File: src/rtl/sprite_bus_pkg.sv
// Shared definitions for the sprite ROM bus: requester ids, default widths
// and the read-return tag that travels alongside each ROM access.
package sprite_bus_pkg;

  localparam int REQ_FIREBOY  = 0;
  localparam int REQ_ICEGIRL  = 1;
  localparam int REQ_ELEVATOR = 2;
  localparam int REQ_SCORE    = 3;

  localparam int SPRITE_ADDR_W = 16;
  localparam int SPRITE_DATA_W = 8;

  localparam int TAG_ID_W    = 3;
  localparam int BURST_CNT_W = 4;

  typedef struct packed {
    logic                valid;
    logic [TAG_ID_W-1:0] id;
  } rd_tag_t;

endpackage

File: src/rtl/rr_pick.sv
// Combinational round-robin picker: first request at or after i_start
// (wrapping modulo N) that is not masked by i_excl.
module rr_pick #(
  parameter int N     = 4,
  parameter int IDX_W = 2
) (
  input  logic [N-1:0]     i_req,
  input  logic [IDX_W-1:0] i_start,
  input  logic [N-1:0]     i_excl,
  output logic [N-1:0]     o_onehot,
  output logic             o_found
);

  logic [N-1:0] w_cand;

  assign w_cand = i_req & ~i_excl;

  // NOTE: every output gets a default before the loop so no path leaves it
  // unassigned; otherwise synthesis would infer a latch.
  always_comb begin
    int j;
    o_onehot = '0;
    o_found  = 1'b0;
    for (int k = 0; k < N; k++) begin
      j = int'(i_start) + k;
      if (j >= N) j = j - N;
      if (!o_found && w_cand[j]) begin
        o_onehot[j] = 1'b1;
        o_found     = 1'b1;
      end
    end
  end

endmodule

File: src/rtl/sprite_rom_arbiter.sv
// One-read-per-cycle arbiter for the shared sprite ROM with burst limiting
// and an in-order tag pipeline that routes returned data to its requester.
module sprite_rom_arbiter
  import sprite_bus_pkg::*;
#(
  parameter int N_REQ     = 4,
  parameter int ADDR_W    = SPRITE_ADDR_W,
  parameter int DATA_W    = SPRITE_DATA_W,
  parameter int RD_LAT    = 2,
  parameter int MAX_BURST = 4
) (
  input  logic                    Clk,
  input  logic                    Reset,
  input  logic [N_REQ-1:0]        req,
  input  logic [N_REQ*ADDR_W-1:0] addr,
  output logic [N_REQ-1:0]        gnt,
  output logic [ADDR_W-1:0]       rom_addr,
  output logic                    rom_rd,
  input  logic [DATA_W-1:0]       rom_q,
  output logic [N_REQ-1:0]        rvalid,
  output logic [DATA_W-1:0]       rdata,
  output logic                    busy
);

  localparam int                     IDX_W     = (N_REQ > 1) ? $clog2(N_REQ) : 1;
  localparam logic [IDX_W-1:0]       LAST_IDX  = IDX_W'(N_REQ - 1);
  localparam logic [BURST_CNT_W-1:0] BURST_MAX = BURST_CNT_W'(MAX_BURST);

  logic [IDX_W-1:0]       r_ptr;
  logic [IDX_W-1:0]       r_owner;
  logic [BURST_CNT_W-1:0] r_burst_cnt;
  rd_tag_t                r_tag [RD_LAT];

  logic [N_REQ-1:0]       w_owner_oh;
  logic [N_REQ-1:0]       w_excl;
  logic [N_REQ-1:0]       w_win_oh;
  logic                   w_found;
  logic                   w_burst_live;
  logic                   w_hold;
  logic                   w_capped;
  logic [IDX_W-1:0]       w_start;
  logic [IDX_W-1:0]       w_win_idx;
  logic [IDX_W-1:0]       w_next_ptr;
  logic [BURST_CNT_W-1:0] w_next_cnt;
  rd_tag_t                w_ret;

  always_comb begin
    w_owner_oh = '0;
    for (int i = 0; i < N_REQ; i++) w_owner_oh[i] = (r_owner == IDX_W'(i));
  end

  // A nonzero count means the owner was granted last cycle.
  assign w_burst_live = (r_burst_cnt != '0) && (r_burst_cnt < BURST_MAX);
  assign w_hold       = |(req & w_owner_oh) && w_burst_live;
  assign w_capped     = (r_burst_cnt == BURST_MAX) && |(req & ~w_owner_oh);

  // After any grant ptr already equals owner+1, so a capped scan starts there.
  assign w_start = w_hold ? r_owner : r_ptr;
  assign w_excl  = w_capped ? w_owner_oh : '0;

  rr_pick #(
    .N     (N_REQ),
    .IDX_W (IDX_W)
  ) u_pick (
    .i_req    (req),
    .i_start  (w_start),
    .i_excl   (w_excl),
    .o_onehot (w_win_oh),
    .o_found  (w_found)
  );

  always_comb begin
    w_win_idx = '0;
    rom_addr  = '0;
    for (int i = 0; i < N_REQ; i++) begin
      if (w_win_oh[i]) begin
        w_win_idx = IDX_W'(i);
        rom_addr  = addr[i*ADDR_W +: ADDR_W];
      end
    end
  end

  assign gnt    = w_win_oh;
  assign rom_rd = w_found;

  assign w_next_ptr = (w_win_idx == LAST_IDX) ? '0 : w_win_idx + IDX_W'(1);
  // An owner that hits the cap with nobody else waiting restarts its burst at 1.
  assign w_next_cnt = ((w_win_idx == r_owner) && w_burst_live)
                    ? r_burst_cnt + BURST_CNT_W'(1)
                    : BURST_CNT_W'(1);

  // NOTE: state uses non-blocking assignments so every register samples the
  // pre-edge values and the tag shift does not collapse in one cycle.
  // NOTE: the tag pipeline is reset, unlike a data memory, because a stale
  // valid bit would deliver data for a read the requester no longer expects.
  always_ff @(posedge Clk) begin
    if (Reset) begin
      r_ptr       <= '0;
      r_owner     <= '0;
      r_burst_cnt <= '0;
      for (int k = 0; k < RD_LAT; k++) r_tag[k] <= '0;
    end else begin
      if (w_found) begin
        r_owner     <= w_win_idx;
        r_ptr       <= w_next_ptr;
        r_burst_cnt <= w_next_cnt;
      end else begin
        r_burst_cnt <= '0;
      end
      r_tag[0].valid <= w_found;
      r_tag[0].id    <= TAG_ID_W'(w_win_idx);
      for (int k = 1; k < RD_LAT; k++) r_tag[k] <= r_tag[k-1];
    end
  end

  assign w_ret = r_tag[RD_LAT-1];
  assign rdata = rom_q;

  always_comb begin
    rvalid = '0;
    for (int i = 0; i < N_REQ; i++) rvalid[i] = w_ret.valid && (w_ret.id == TAG_ID_W'(i));
  end

  always_comb begin
    busy = rom_rd;
    for (int k = 0; k < RD_LAT; k++) busy = busy | r_tag[k].valid;
  end

endmodule

File: config.mk
export PLATFORM = sky130hd
export DESIGN_NAME = sprite_rom_arbiter
export DESIGN_NICKNAME = d
export VERILOG_FILES = /design/src/rtl/sprite_bus_pkg.sv /design/src/rtl/rr_pick.sv /design/src/rtl/sprite_rom_arbiter.sv
export SDC_FILE = /design/constraint.sdc
export NUM_CORES = 1
export LEC_CHECK = 0
export BUFFER_PORTS_ARGS = -buffer_cell sky130_fd_sc_hd__buf_2
export CORE_ASPECT_RATIO = 2
export CORE_MARGIN = 2
export CORE_UTILIZATION = 40
export DETAILED_ROUTE_END_ITERATION = 7
export GPL_TIMING_DRIVEN = 0
export PLACE_DENSITY = 0.78
export SLEW_MARGIN = 5
export SYNTH_ARGS = -nofsm -noshare
export SYNTH_HDL_FRONTEND = slang
export SYNTH_HIERARCHICAL = 1
export SYNTH_SLANG_ARGS = --single-unit
File: constraint.sdc
create_clock -name Clk -period 16 [get_ports Clk]
set_input_delay 3.2 -clock Clk [delete_from_list [all_inputs] [get_ports Clk]]
set_output_delay 3.2 -clock Clk [all_outputs]
set_load 0.02 [all_outputs]
==> After elaboration in Yosys (flattened, before gate mapping) <==
Memories as Yosys holds them, arrays and structs flattened.
Cells that the tools add are included.
{ "op_classes": {"addsub": 9, "order_cmp": 13, "multipliers": 0, "div_mod_pow": 0, "eq_ne": 9, "mux": 49, "shift": 0, "n_bitwise": 15, "reduce_logical": 25} }
{ "ops": {"columns": ["operator", "n"], "rows": [
  ["32-bit by 1-bit >= comparator with 1-bit output, second input constant", 4],
  ["32-bit by 4-bit less-than comparator with 1-bit output, second input constant", 4],
  ["32-bit 2-to-1 mux", 4],
  ["32-bit by 4-bit >= comparator with 1-bit output, second input constant", 3],
  ["32-bit by 4-bit subtractor with 32-bit output, second input constant", 3],
  ["16-bit 2-to-1 mux", 4],
  ["4-bit 2-to-1 mux", 6],
  ["1-bit 2-to-1 mux", 22],
  ["1-bit logical AND", 15],
  ["4-bit bitwise AND", 3],
  ["4-bit bitwise OR", 3],
  ["1-bit binary-select mux with 2-bit select", 4],
  ["1-bit demux with 2-bit select", 4],
  ["2-bit 2-to-1 mux", 4],
  ["4-bit NOT", 2],
  ["4-bit OR reduction", 2],
  ["2-bit by 2-bit adder with 3-bit output, second input constant", 2],
  ["2-bit == test, second input constant", 3],
  ["3-bit by 2-bit == test with 1-bit output, second input constant", 2],
  ["1-bit bitwise OR", 5],
  ["4-bit by 1-bit adder with 4-bit output, second input constant", 1],
  ["4-bit by 3-bit == test with 1-bit output, second input constant", 1],
  ["4-bit by 3-bit less-than comparator with 1-bit output, second input constant", 1],
  ["4-bit nonzero test", 1],
  ["other kinds (14)", 17]
]} }
{ "word_totals": {"inputBits": 78, "register_bits": 8, "latch_bits": 0, "out_inout_bits": 34, "ramBits": 8, "mem_bits_ro": 0, "elab_cells": 125, "mem_count": 1} }
{ "memory_table": {"columns": ["name", "words", "word_bits", "rd", "rd_ports_with_merged_regs", "write_ports", "line", "rtl"], "rows": [
  ["r_tag", 2, 4, 2, 0, 2, "sprite_rom_arbiter.sv:32", "rd_tag_t r_tag [RD_LAT];"]
]} }

==> Depth between registers and ports, before layout <==
Gate-level depths: netlist of the first run.
{ "logic_depth": {"word_depth": 28, "mapped_depth": 18, "ltp_nobuf": 17} }

==> Modules after synthesis <==
The synthesis of the first run kept the hierarchy.
{ "by_module_without_submodules": {"columns": ["mod", "n_inst", "cells_per_inst", "area_each_um2", "seq_area_each_um2"], "rows": [
  ["sprite_rom_arbiter", 1, 148, 1154.9, 280.3],
  ["rr_pick", 1, 62, 489.2, 0.0]
]} }

==> Worst setup path after synthesis of the first run <==
OpenSTA, ideal clock, no wires.
{ "synth_timing": {"path_type": "input -> output", "from": "input req[1]", "to": "output rom_addr[10]", "cell_stages": 15, "setup_slack_ns": 5.980, "arrival_time_ns": 6.820, "t_required_ns": 12.800, "path_buffers": 2, "path_cell_list": "mux2_2 nor2_1 or3b_1 mux2_4 inv_2 ha_1 or4b_1 nor4_2 nand2_1 nand3_1 a211o_1 buf_2 buf_1 a22oi_1 o21ai_0"} }
{ "synth_via": {"elab_cells_between_ends": 77, "cone_classes": "7 x add/sub; 12 x order compare; 37 x mux; 7 x bitwise; 14 x reduce/logical"} }
{ "synth_lines": {"columns": ["element", "line", "rtl"], "rows": [
  ["start, declared", "sprite_rom_arbiter.sv:14", "input logic [N_REQ-1:0] req,"],
  ["4-bit bitwise AND *", "sprite_rom_arbiter.sv:54", "assign w_hold = |(req & w_owner_oh) && w_burst_live;"],
  ["4-bit OR reduction *", "sprite_rom_arbiter.sv:54", null],
  ["1-bit logical AND *", "sprite_rom_arbiter.sv:54", null],
  ["2-bit 2-to-1 mux *", "sprite_rom_arbiter.sv:58", "assign w_start = w_hold ? r_owner : r_ptr;"],
  ["net w_start[0]", "sprite_rom_arbiter.sv:41", "logic [IDX_W-1:0] w_start;"],
  ["branches (longest 14 deep; another with 32-bit by 4-bit subtractor with 32-bit output)", null, null],
  ["4-bit 2-to-1 mux *", "rr_pick.sv:27", "if (!o_found && w_cand[j]) begin"],
  ["net gnt[2]", "sprite_rom_arbiter.sv:16", "output logic [N_REQ-1:0] gnt,"],
  ["16-bit 2-to-1 mux * (2 in series)", "sprite_rom_arbiter.sv:76", "if (w_win_oh[i]) begin"],
  ["end, declared", "sprite_rom_arbiter.sv:17", "output logic [ADDR_W-1:0] rom_addr,"]
]} }
Mark *: on every way through the listed nets, which the timed path passes. The select of a mux whose other input is x is not followed.

==> Worst setup path after layout of the first run <==
{ "layout_timing": {"from": "input req[1]", "to": "output rom_addr[5]"} }
{ "layout_via": {"elab_chain_len": 23, "elab_cells_between_ends": 77, "cone_classes": "7 x add/sub; 12 x order compare; 37 x mux; 7 x bitwise; 14 x reduce/logical"} }
{ "layout_lines": {"columns": ["element", "line"], "rows": [
  ["4-bit bitwise AND *", "sprite_rom_arbiter.sv:54"],
  ["4-bit OR reduction *", "sprite_rom_arbiter.sv:54"],
  ["1-bit logical AND *", "sprite_rom_arbiter.sv:54"],
  ["2-bit 2-to-1 mux *", "sprite_rom_arbiter.sv:58"],
  ["net w_start[0]", "sprite_rom_arbiter.sv:41"],
  ["branches (longest 14 deep; another with 32-bit by 4-bit subtractor with 32-bit output)", null],
  ["4-bit 2-to-1 mux *", "rr_pick.sv:27"],
  ["16-bit 2-to-1 mux (3 in series)", "sprite_rom_arbiter.sv:76"],
  ["16-bit 2-to-1 mux *", "sprite_rom_arbiter.sv:76"]
]} }
Marks and branches as above.

==> run_results.csv, run 1 <==
group,metric,value,unit
status,outcome,"complete, no violations",
cts,root_buffer,"clkbuf_8",
power,power,0.457,mW
floorplan,dieArea,4670,sq um
detailed_routing,first_pass_iters,4,
logic_synthesis,synth_seq_area_share,0.170,
placed_design,port_buffers,102,
timing,slew_headroom,0.667,
detailed_routing,viasPerCell,5.36,
power,ir_drop,0.000141,V
logic_synthesis,synth_common_cells,"a22oi_1, nor2_1, nand2_1",
cts,cts_buffer_depth,2,
detailed_routing,drc,0,
worst_setup_path,required,12.80,ns
timing,worstMarginPinSlew,0.500,ns
timing,fin_tns_setup,0,ns
timing,slew_violations,0,
power,power_density,201,nW/um^2
detailed_routing,drt-initial-drc-count,69,
global_route,grt_pass1_wl,7.74,mm
logic_synthesis,synth_area,1640,sq um
logic_synthesis,postSynthCellCount,210,
cts,cts_tree,"done",
logic_synthesis,syn_nets,298,
final_layout,areaGrowthSynthToFinish,38.4,%
cts,postCtsHoldBufs,0,
cts,cts_resized,0,
cts,clk_latency,0.25,ns
worst_setup_path,cp-end-kind,"output port",
floorplan,die-width,49.3,um
final_layout,fin_util,0.568,
logic_synthesis,synth_ff_type,"dfxtp_1",
cts,cts.clk_slew.worst_paths,0.05,ns
timing,hold_violations,0,
final_layout,nNetsFinal,405,
logic_synthesis,synth.area.mux_share,0.103,
timing,fin_skew,0.00445,ns
logic_synthesis,synth_compound_area_frac,0.254,
global_route,grt_pass1_vias,1862,
worst_setup_path,startpoint_type,"input pin",
logic_synthesis,synth_area_per_cell,7.83,sq um
global_route,grt_overflow,0,
timing,grt_setup_unrepaired,"false",
global_route,antenna_found_initial,0,
placed_design,gp_congestion,0.923,
timing,post-route-min-period,10.46,ns
cts,numCtsBuffers,3,
logic_synthesis,async_flop_share,0,
timing,fin_crit_sh,0.654,
cts,cts_sinks,14,
logic_synthesis,synth_edf_count,0,
logic_synthesis,synth.most_common_cell,"a22oi_1",
final_layout,layout-drive-gt1-share,0.424,
job,cap_violations,0,
final_layout,fillers,386,
power,leakage,1.13,nW
floorplan,io_pins,112,
final_layout,antenna_cells,0,
logic_synthesis,synth_area_leader_cell,"dfxtp_1",
logic_synthesis,synth_seq_cells,14,
logic_synthesis,synth_xor_area_frac,0.0107,
logic_synthesis,yosys_warnings,6,
worst_setup_path,critical_path_arrival,7.26,ns
logic_synthesis,synth.area.top_cells,"dfxtp_1, a22oi_1, ha_1",
cts,cts_setup_buffers,0,
logic_synthesis,synthAdderAreaFrac,0.0761,
logic_synthesis,synthSimpleGateAreaFrac,0.289,
floorplan,dieHeight,94.7,um
floorplan,coreArea,4010,sq um
worst_setup_path,crit_type,"in2out",
logic_synthesis,synth_top_family_by_area,"simple AND/OR/NAND/NOR gates",
floorplan,fp-row-count,33,
logic_synthesis,ys_types,52,
placed_design,dp_hpwl,3.93,mm
min_path,hold_class,"reg2reg",
global_route,grt_max_degree,11,
cts,htreeDepth,1,
detailed_routing,wirelength,4.74,mm
timing,clock.fmax,95.6,MHz
worst_setup_path,cp_max_fo,10,
detailed_routing,wl_per_cell,12.9,um
detailed_routing,vias,1974,
global_route,grt.total_usage,0.198,
logic_synthesis,synth_top_area_share,0.170,
floorplan,initial_utilization,0.410,
timing,finalSetupViolCount,0,
detailed_routing,drtAntennaViolNets,0,
==> cells by family (layout without fill, tap and decap cells) <==
family,Yosys count,in the layout
flops,14,14
compound gates,61,61
fa+ha+maj,10,10
mux,10,10
buf+inv,28,134
simple gates,84,84
xor+xnor,2,2
other cells,1,1
==> worst paths after layout <==
path,slack (ns),start,cells after the start,endpoint
max,5.54,req[1],17,rom_addr[5]
min,0.44,r_tag[0][0],1,r_tag[0][4]
max reg2reg,11.51,r_burst_cnt[0],17,r_burst_cnt[2]
min reg2reg,0.44,r_tag[0][0],1,r_tag[0][4]
==> registers in the layout (all words and copies together) (netlist names) <==
signal	cells
r_owner	2
r_burst_cnt	4
r_ptr	2
r_tag	6
==> placed cells by master, fill, tap and decap left out, drive strengths merged, types with 7 or more instances in the layout <==
cell type  count
nand2b         7
ha            10
inv            7
a22oi         31
dfxtp         14
clkbuf        11
nand3         10
o21ai         17
nand2         17
nor2b          9
nor2          20
buf          116
==> area by class of cell <==
type	instances	area (sq um)	area share
Sequential cell	14	280	0.123
Inverter	7	26.3	0.0116
Multi-Input combinational cell	168	1210	0.531
Clock buffer	4	55.1	0.0242
Timing Repair Buffer	102	510	0.224
Tap cell	52	65.1	0.0286
Buffer	21	129	0.0567
==> critical path, cell delays in order <==
cell and delay [ns]:
buf_2 0.13, mux2_2 0.17, nor2_1 0.04, or3b_1 0.39
mux2_4 0.39, inv_2 0.13, ha_1 0.31, or4b_1 0.51
nor4_2 0.36, nand2_1 0.11, nand3_1 0.10, a211o_1 0.11
clkbuf_1 0.40, clkbuf_1 0.42, a22oi_1 0.16, o21ai_0 0.13
buf_2 0.21
==> stage by stage <==
stage	instance area, sq um	hold WS, ns	worst slack [ns]	cells
2_1_floorplan	1640	0.414	5.98	210
3_3_place_gp	2220	0.438	5.68	364
3_5_place_dp	2220	0.436	5.58	364
4_1_cts	2270	0.455	5.56	368
5_1_grt	2270	0.462	5.23	368
6_report	2270	0.445	5.54	368
==> routing by layer <==
metal,track usage,vias to the layer above,share of wire
met1,0.243,903,0.39
li1,-,977,-
met5,0,-,0
met4,0.0476,0,0.011
met3,0.0206,5,0.068
met2,0.364,89,0.53
==> where the power goes <==
part	switching [mW]	total [mW]	internal (mW)
registers	0.00447	0.0481	0.0436
logic	0.235	0.375	0.140
clock network	0.0121	0.0339	0.0218
total	0.252	0.457	0.205
Note: power is estimated with default switching activity, not from simulation.
==> run 2, diff against run 1 <==
- CORE_UTILIZATION: 40 -> 38
- PLACE_DENSITY: 0.78 -> 0.77
- clock period: 16 -> 8.5 ns (I/O delays scaled with it)
==> run 2 against run 1 <==
Final area unchanged. Count of clock-buffer cells in the layout unchanged. Non-clock buffer count stayed put. Clock skew fell by 0.00064 ns. Critical path depth stayed put. Hold slack lost 0.0067 ns. Highest routed layer unchanged. Routed wire length grew 5.8%.
==> run_results.csv, run 2 (synthesized netlist as in run 1, its figures left out) <==
group,metric,value,unit
status,outcome,"complete, no violations",
floorplan,coreArea,4130,sq um
final_layout,antenna_cells,0,
timing,clock.fmax,135,MHz
cts,cts_sinks,14,
cts,cts_setup_buffers,0,
worst_setup_path,max_stage_delay,0.50,ns
detailed_routing,first_pass_iters,4,
timing,finalSetupViolCount,0,
min_path,hold_class,"reg2reg",
cts,htreeDepth,1,
global_route,grt_pass1_wl,8.20,mm
global_route,grt_overflow,0,
cts,cts.clk_slew.worst_paths,0.05,ns
worst_setup_path,critPathSlowestCell,"or4b_1",
power,p_sw_frac,0.551,
floorplan,io_pins,112,
cts,postCtsHoldBufs,0,
worst_setup_path,crit_chain,"buf_2 -> mux2_2 -> nor2_1 -> or3b_1 -> mux2_4 -> inv_2 -> ha_1 -> or4b_1 -> nor4_2 -> nand2_1 -> nand3_1 -> a211o_1 -> clkbuf_1 -> clkbuf_1 -> a22oi_1 -> o21ai_0 -> buf_2",
cts,cts_resized,0,
placed_design,port_buffers,102,
power,p_clk_frac,0.074,
final_layout,reg_top3,"r_tag: 6 flops, r_burst_cnt: 4 flops",
final_layout,final_common_cell,"buf_2",
detailed_routing,viasPerCell,5.33,
detailed_routing,wl_per_cell,13.6,um
min_path,hold-path-cell-count,1,
floorplan,initial_utilization,0.398,
placed_design,pre_cts_ws,1.12,ns
detailed_routing,vias,1960,
floorplan,dieHeight,97.0,um
placed_design,dp_hpwl,4.22,mm
timing,hold_violations,0,
cts,numCtsBuffers,3,
final_layout,top_register,"r_tag",
cts,cts_tree,"done",
global_route,antenna_found_initial,0,
power,p_int,0.386,mW
worst_setup_path,critical_path_arrival,5.68,ns
global_route,grt_pass1_vias,1844,
final_layout,stdcell_count,368,
power,pwr-share-seq,0.105,
timing,grt_setup_unrepaired,"false",
detailed_routing,drc,0,
global_route,grt_max_degree,11,
power,power_density,378,nW/um^2
worst_setup_path,crit_type,"in2out",
floorplan,fp-row-count,33,
timing,fin_crit_sh,0.868,
worst_setup_path,cp_max_fo,10,
power,switchingPower,0.474,mW
worst_setup_path,required,6.80,ns
final_layout,nNetsFinal,405,
job,cap_violations,0,
worst_setup_path,cp-end-kind,"output port",
floorplan,die-width,50.5,um
placed_design,gp_congestion,0.877,
detailed_routing,drt-initial-drc-count,41,
power,power,0.860,mW
final_layout,layout-drive-gt1-share,0.424,
timing,fin_tns_setup,0,ns
floorplan,dieArea,4900,sq um
timing,post-route-min-period,7.38,ns
cts,clk_latency,0.24,ns
timing,fin_skew,0.00381,ns
cts,cts_buffer_depth,2,
worst_setup_path,startpoint_type,"input pin",
final_layout,areaGrowthSynthToFinish,38.4,%
cts,root_buffer,"clkbuf_8",
power,leakage,1.13,nW
power,pwr-share-comb,0.821,
timing,slew_violations,0,
global_route,grt.total_usage,0.206,
final_layout,largest_reg_flops,6,
worst_setup_path,ff2ff_path_depth,17,
detailed_routing,wirelength,5.01,mm
placed_design,dp_cells,364,
timing,fin_ws,1.12,ns
power,ir_drop,0.000271,V
detailed_routing,drtAntennaViolNets,0,
final_layout,final_cell_mix,"buf_2, a22oi_1, nor2_1",
run 2: power groups by stage:
stage | combinational [mW] | clock (mW) | sequential (mW)
3_5_place_dp | 0.705 | 0 | 0.0917
3_3_place_gp | 0.700 | 0 | 0.0905
5_1_grt | 0.781 | 0.0661 | 0.0926
4_1_cts | 0.708 | 0.0651 | 0.0904
2_1_floorplan | 0.509 | 0 | 0.0894
6_report | 0.706 | 0.0633 | 0.0902
run 2: layout make-up:
| cell class | instances | area [sq um] |
|---|---|---|
| plain buffers | 21 | 129 |
| inverters | 7 | 26.3 |
| well taps | 52 | 65.1 |
| clock buffers | 4 | 55.1 |
| fillers | 434 | 1850 |
| repair buffers | 102 | 510 |
| multi-input cells | 168 | 1210 |
| flip-flops and latches | 14 | 280 |
run 2: metrics by stage:
step | utilization | hold WS [ns] | area, sq um
after CTS | 0.551 | 0.447 | 2270
after detailed placement | 0.538 | 0.434 | 2220
after global placement | 0.538 | 0.422 | 2220
after global routing | 0.551 | 0.465 | 2270
final | 0.551 | 0.438 | 2270
after floorplan | - | 0.414 | 1640
run 2: critical path, delay by kind of cell:
kind / cells / cell delay, ns
buffers and inverters: 5 / 1.23
muxes: 2 / 0.55
AOI/OAI and AO/OA: 3 / 0.39
adders and majority gates: 1 / 0.31
and+or+nand+nor: 6 / 1.46
run 2: layer usage:
metal  global-route usage  part of all wire
met5                    0                 0
met4               0.0624             0.014
met3               0.0278             0.055
met2                0.399              0.58
met1                0.216              0.35
run 2: final timing paths:
check | to | slack, ns | from
worst max-delay path | rom_addr[2] | 1.12 | req[1]
worst min-delay path | r_tag[0][5] | 0.44 | r_tag[0][1]
worst max register to register | r_burst_cnt[2] | 4.00 | r_burst_cnt[0]
worst min register to register | r_tag[0][5] | 0.44 | r_tag[0][1]
